===== config.mk =====
export PLATFORM = sky130hd
export DESIGN_NAME = bk_slot_ctrl
export DESIGN_NICKNAME = d
export VERILOG_FILES = /design/src/rtl/bk_pkg.sv /design/src/rtl/bk_edge.sv /design/src/rtl/bk_slot_ctrl.sv
export SDC_FILE = /design/constraint.sdc
export NUM_CORES = 1
export LEC_CHECK = 0
export CORE_MARGIN = 5
export CORE_UTILIZATION = 35
export DETAILED_ROUTE_END_ITERATION = 7
export PLACE_DENSITY = 0.69
export SETUP_SLACK_MARGIN = 0.1
export SYNTH_ARGS = -nofsm -noshare
export SYNTH_HDL_FRONTEND = slang
export SYNTH_SLANG_ARGS = --single-unit
export TNS_END_PERCENT = 100

===== constraint.sdc =====
create_clock -name clk_sys -period 2.9 [get_ports clk_sys]
set_input_delay 0.87 -clock clk_sys [delete_from_list [all_inputs] [get_ports clk_sys]]
set_output_delay 0.87 -clock clk_sys [all_outputs]
set_load 0.005 [all_outputs]

===== src/rtl/bk_pkg.sv =====
// Shared types, format header and LBA helper for the backup-RAM slot controller.
package bk_pkg;

  typedef enum logic [2:0] {
    ST_IDLE   = 3'd0,
    ST_FMT    = 3'd1,
    ST_REQ    = 3'd2,
    ST_ACK_HI = 3'd3,
    ST_ACK_LO = 3'd4
  } bk_state_e;

  // "HUBM" header laid down by a format; element 0 is the first RAM word.
  localparam logic [3:0][15:0] FMT_TBL = {16'h8010, 16'h8800, 16'h4D42, 16'h5548};
  localparam int unsigned FMT_TBL_LEN = 4;

  function automatic logic [15:0] fmt_word(input int unsigned idx);
    logic [1:0] sel;
    sel = idx[1:0];
    return (idx < FMT_TBL_LEN) ? FMT_TBL[sel] : 16'h0000;
  endfunction

  function automatic logic [31:0] make_lba(input logic [31:0] slot_v,
                                           input logic [31:0] sector_v,
                                           input int unsigned sect_w);
    return (slot_v << sect_w) | sector_v;
  endfunction

endpackage


===== src/rtl/bk_edge.sv =====
// Rising-edge detector; history keeps tracking through reset so a level held
// across reset never looks like a fresh request.
module bk_edge (
  input  logic clk_sys,
  input  logic reset,
  input  logic sig,
  output logic rise
);

  logic sig_d;

  always_ff @(posedge clk_sys) begin
    sig_d <= sig;
  end

  assign rise = sig & ~sig_d & ~reset;

endmodule


===== src/rtl/bk_slot_ctrl.sv =====
// Backup-RAM persistence controller: moves a save image between port B of the
// backup RAM and one slot of the mounted save file, or formats the RAM.
//
// state     | meaning
// ----------+------------------------------------------------
// ST_IDLE   | waiting for a format/load/save request edge
// ST_FMT    | writing header word fmt_idx into the RAM
// ST_REQ    | presenting LBA, raising sd_rd or sd_wr
// ST_ACK_HI | waiting for hps_io to acknowledge the sector
// ST_ACK_LO | sector streaming; waiting for the ack to fall
module bk_slot_ctrl
  import bk_pkg::*;
#(
  parameter int SECT_W    = 4,
  parameter int SLOT_W    = 2,
  parameter int BUF_AW    = 8,
  parameter int FMT_WORDS = 4
) (
  input  logic                     clk_sys,
  input  logic                     reset,
  input  logic                     downloading,
  input  logic                     img_mounted,
  input  logic                     img_readonly,
  input  logic                     img_size_nz,
  input  logic                     load_req,
  input  logic                     save_req,
  input  logic                     format_req,
  input  logic [SLOT_W-1:0]        slot,
  input  logic                     core_wr,
  input  logic                     sd_ack,
  input  logic [BUF_AW-1:0]        sd_buff_addr,
  input  logic                     sd_buff_wr,
  output logic [31:0]              sd_lba,
  output logic                     sd_rd,
  output logic                     sd_wr,
  output logic [SECT_W+BUF_AW-1:0] ram_addr,
  output logic                     ram_we,
  output logic                     ram_fmt,
  output logic [15:0]              fmt_data,
  output logic                     bk_ena,
  output logic                     busy,
  output logic                     loading,
  output logic                     dirty,
  output logic                     done,
  output logic                     err
);

  localparam int AW = SECT_W + BUF_AW;
  localparam logic [BUF_AW-1:0] FMT_LAST = BUF_AW'(FMT_WORDS - 1);

  bk_state_e         state;
  logic [BUF_AW-1:0] fmt_idx;
  logic [SECT_W-1:0] sector;
  logic [SLOT_W-1:0] slot_l;
  logic              load_dir;
  logic              dl_d;
  logic              rise_load, rise_save, rise_fmt;
  logic              finish;

  bk_edge u_edge_load (.clk_sys(clk_sys), .reset(reset), .sig(load_req),   .rise(rise_load));
  bk_edge u_edge_save (.clk_sys(clk_sys), .reset(reset), .sig(save_req),   .rise(rise_save));
  bk_edge u_edge_fmt  (.clk_sys(clk_sys), .reset(reset), .sig(format_req), .rise(rise_fmt));

  // Save-file usability follows the mount, not the core reset.
  always_ff @(posedge clk_sys) begin
    dl_d <= downloading;
    if (downloading & ~dl_d) bk_ena <= 1'b0;
    if (downloading & img_mounted & img_size_nz & ~img_readonly) bk_ena <= 1'b1;
  end

  always_ff @(posedge clk_sys) begin
    if (reset) begin
      state    <= ST_IDLE;
      fmt_idx  <= '0;
      sector   <= '0;
      slot_l   <= '0;
      load_dir <= 1'b0;
      sd_lba   <= '0;
      sd_rd    <= 1'b0;
      sd_wr    <= 1'b0;
      done     <= 1'b0;
      err      <= 1'b0;
    end else begin
      done <= 1'b0;
      err  <= 1'b0;
      case (state)
        ST_IDLE: begin
          if (rise_fmt) begin
            state    <= ST_FMT;
            fmt_idx  <= '0;
            load_dir <= 1'b0;
          end else if (rise_load | rise_save) begin
            if (!bk_ena) begin
              err <= 1'b1;
            end else begin
              slot_l   <= slot;
              sector   <= '0;
              load_dir <= rise_load;
              state    <= ST_REQ;
            end
          end
        end
        ST_FMT: begin
          if (fmt_idx == FMT_LAST) begin
            done  <= 1'b1;
            state <= ST_IDLE;
          end else begin
            fmt_idx <= fmt_idx + 1'b1;
          end
        end
        ST_REQ: begin
          sd_lba <= make_lba(32'(slot_l), 32'(sector), SECT_W);
          sd_rd  <= load_dir;
          sd_wr  <= ~load_dir;
          state  <= ST_ACK_HI;
        end
        ST_ACK_HI: begin
          if (sd_ack) begin
            sd_rd <= 1'b0;
            sd_wr <= 1'b0;
            state <= ST_ACK_LO;
          end
        end
        ST_ACK_LO: begin
          if (!sd_ack) begin
            if (&sector) begin
              done  <= 1'b1;
              state <= ST_IDLE;
            end else begin
              sector <= sector + 1'b1;
              state  <= ST_REQ;
            end
          end
        end
        default: state <= ST_IDLE;
      endcase
    end
  end

  assign finish = ((state == ST_FMT) && (fmt_idx == FMT_LAST)) ||
                  ((state == ST_ACK_LO) && !sd_ack && (&sector));

  // A core write landing on the completing edge keeps the RAM marked dirty.
  always_ff @(posedge clk_sys) begin
    if (reset)        dirty <= 1'b0;
    else if (core_wr) dirty <= 1'b1;
    else if (finish)  dirty <= 1'b0;
  end

  always_comb begin
    ram_addr = '0;
    ram_we   = 1'b0;
    ram_fmt  = 1'b0;
    fmt_data = '0;
    case (state)
      ST_FMT: begin
        ram_addr = AW'(fmt_idx);
        ram_we   = 1'b1;
        ram_fmt  = 1'b1;
        fmt_data = fmt_word(32'(fmt_idx));
      end
      ST_REQ, ST_ACK_HI, ST_ACK_LO: begin
        ram_addr = {sector, sd_buff_addr};
        ram_we   = sd_buff_wr & sd_ack & load_dir;
      end
      default: ;
    endcase
  end

  assign busy    = (state != ST_IDLE);
  assign loading = busy & load_dir;

endmodule


==> results.toml <==
[synth]
synth.most_common_cell = "buf_4"
yosys_warnings = 0
avgSynthCellArea_sq_um = 8.36
ys_ff_latch = 34
yosysSeqAreaShare_pct = 32.4
synth.top_cell.area_share_pct = 32.4
synth.distinct_cells = 58
ys_top_cells_by_area = "dfxtp_1, buf_4, mux2i_1"
synth.largest_area_cell = "dfxtp_1"
ys_async_sr_fraction_pct = 0
synth_edf_count = 0
netlist_area_sq_um = 2100
syn_inst = 251
ys.flop_type = "dfxtp_1"
synthTopCellsByCount = "buf_4, dfxtp_1, nand2_1"

[power]
vdd_ir_drop_max_mv = 0.285
total_power_w = 0.00125
powerDensity_nw_per_um2 = 430
p_leak_nw = 1.27

[timing]
period_share_pct = 94.2
hold_violations = 0
slew_headroom_pct = 58.5
fmax_mhz = 366
setup_violations = 0
tightest_slew_ns = 0.621
period_needed_ns = 2.73
slew_violations = 0
tns_ns = 0
clock_skew_ns = 0.00679
rsz0062_at_grt = "false"
holdWs_ns = 0.450

[setup_path]
crit_path_cell_trace = "or3b_4, nand2_4, buf_6, and2_1, clkdlybuf4s50_1"
cp-start-kind = "flop"
required_ns = 2.03
path_class = "reg -> out"
crit_slowest_cell = "clkdlybuf4s50_1"
max_stage_delay_ns = 0.50
r2r_start = "state[2]$_SDFFE_PP0P_"
r2r_end = "sector[0]$_SDFFE_PP0P_"
endpoint_kind = "primary output"
crit_fanout = 4
r2r_slack_ns = 1.06
critPathArrivalTime_ns = 1.86
reg2reg_depth = 5

[run]
maxCapViolCount = 0

[worst_hold_path]
min_path_cells = 2
min_from = "dl_d$_DFF_P_"
whs_endpoint = "bk_ena$_SDFFE_PP1P_"
hold_class = "reg -> reg"

[drt]
met1_length_mm = 2.41
antenna_left = 0
wirelength_mm = 5.63
viasPerCell = 4.91
remaining_drc_errors = 0
top_layer = "met4"
wire_per_inst_um = 14.1
dr_wl_met3_um = 495
route.met2.wl_mm = 2.68
vias = 1962
drt_iter0_drc = 102
drt-pass1-iter-count = 4

[clock_network]
clockBufferDepth = 2
cts-htree-levels = 2
clk_pin_slew_ns = 0.07
cts_tree = "done"
clock-sinks = 34
clock_latency_ns = 0.29
cts_hold_buf = 0
numCtsBuffers = 5
root_buffer = "clkbuf_8"

[die]
die_area_sq_um = 7650
io_pins = 92
coreArea_sq_um = 5890
initial_core_util_pct = 35.7
num_rows = 28
fp.dieH_um = 87.5
die_w_um = 87.5

[cells_and_area]
layout.nets = 350
final_cells = 400
drive_above_1_share_pct = 14.5
n_antenna_cell = 0
areaGrowthSynthToFinish_pct = 38.4

[global_route]
antenna_found_initial = 0
grt_pass1_wl_mm = 8.94
overflow = 0
grtUsageTotal_pct = 14.8
grt_pass1_vias = 1874
grt_max_degree = 20

[placement]
portBuffers = 59
place.detailed.hpwl_mm = 4.25
place_inst = 389
gp_congestion = 0.868

[run_status]
status = "completed"
[power breakdown]
group / internal (W) / leakage (nW) / switching (W) / total [W]
sequential: 0.000480 / 0.278 / 0.00000939 / 0.000489
combinational: 0.000104 / 0.923 / 0.000108 / 0.000212
clock: 0.000367 / 0.0714 / 0.000181 / 0.000548
total: 0.000951 / 1.27 / 0.000298 / 0.00125
[layer usage]
layer  up-vias  track usage (%)
li1        964                -
met1       914             18.2
met2        78             24.5
met3         6             4.82
met4         0             4.04
met5         -                0
[cells by family after synthesis]
logic type / synth area share, %
compound gates: 19.4
fa+ha+maj: 2.38
buf+inv: 18.2
flops: 32.4
mux: 4.29
other cells: 0.179
simple gates: 23.1
[how the worst max path moves through the flow]
stage,from,to,slack [ns],depth (start not counted)
2_1_floorplan,fmt_idx[2]$_SDFFE_PP0P_,fmt_data[10],0.37,5
3_3_place_gp,sd_ack,ram_we,-0.07,3
3_5_place_dp,sd_ack,ram_we,-0.07,3
4_1_cts,state[2]$_SDFFE_PP0P_,ram_addr[11],0.11,5
5_1_grt,fmt_idx[2]$_SDFFE_PP0P_,fmt_data[3],0.11,5
6_report,state[2]$_SDFFE_PP0P_,ram_addr[11],0.17,5
[through the flow]
| step | utilization, % | area [sq um] | worst slack [ns] |
|---|---|---|---|
| 3_3_place_gp | 46.0 | 2710 | -0.0684 |
| 4_1_cts | 49.0 | 2890 | 0.111 |
| 3_5_place_dp | 46.0 | 2710 | -0.0678 |
| 5_1_grt | 49.4 | 2910 | 0.108 |
| 6_report | 49.4 | 2910 | 0.170 |
| 2_1_floorplan | - | 2220 | 0.368 |
[timing repair]
item	in CTS	in global routing
pin swaps	2	0
resized for setup	35	4
setup endpoints to repair	23	5
cloned	1	0
setup buffers	1	1
[flip-flops by register name, summed over array words and instances, names as in the netlist]
signal and cells:
err 1, slot_l 2, u_edge_fmt.sig_d 1, done 1, load_dir 1, fmt_idx 8
dl_d 1, sector 4, u_edge_save.sig_d 1, u_edge_load.sig_d 1, sd_rd 1, dirty 1
bk_ena 1, sd_lba 6, sd_wr 1, state 3
[worst max-delay path: cells and delay by family, from the launching register on]
| family | cells | cell delay [ns] |
|---|---|---|
| simple gates | 3 | 0.63 |
| flops | 1 | 0.35 |
| buf+inv | 2 | 0.61 |
[cell type report]
class,instances,area (sq um)
fillers,617,2980
multi-input cells,190,1190
repair buffers,80,736
flip-flops and latches,34,684
well taps,75,93.8
clock buffers,6,82.6
inverters,13,61.3
clock inverters,2,60.1
[cells in the final DEF, fill, tap and decap left out, drive strengths merged, types with 5 or more instances in the layout]
cell and count:
a21oi 10, and2 6, and3 5, buf 21, clkbuf 6, clkdlybuf4s50 37, conb 32, dfxtp 34
dlygate4sd2 20, inv 11, mux2i 9, nand2 21, nand3 12, nor2 20, o21ai 10, or3 5
Note: power is estimated with default switching activity, not from simulation.
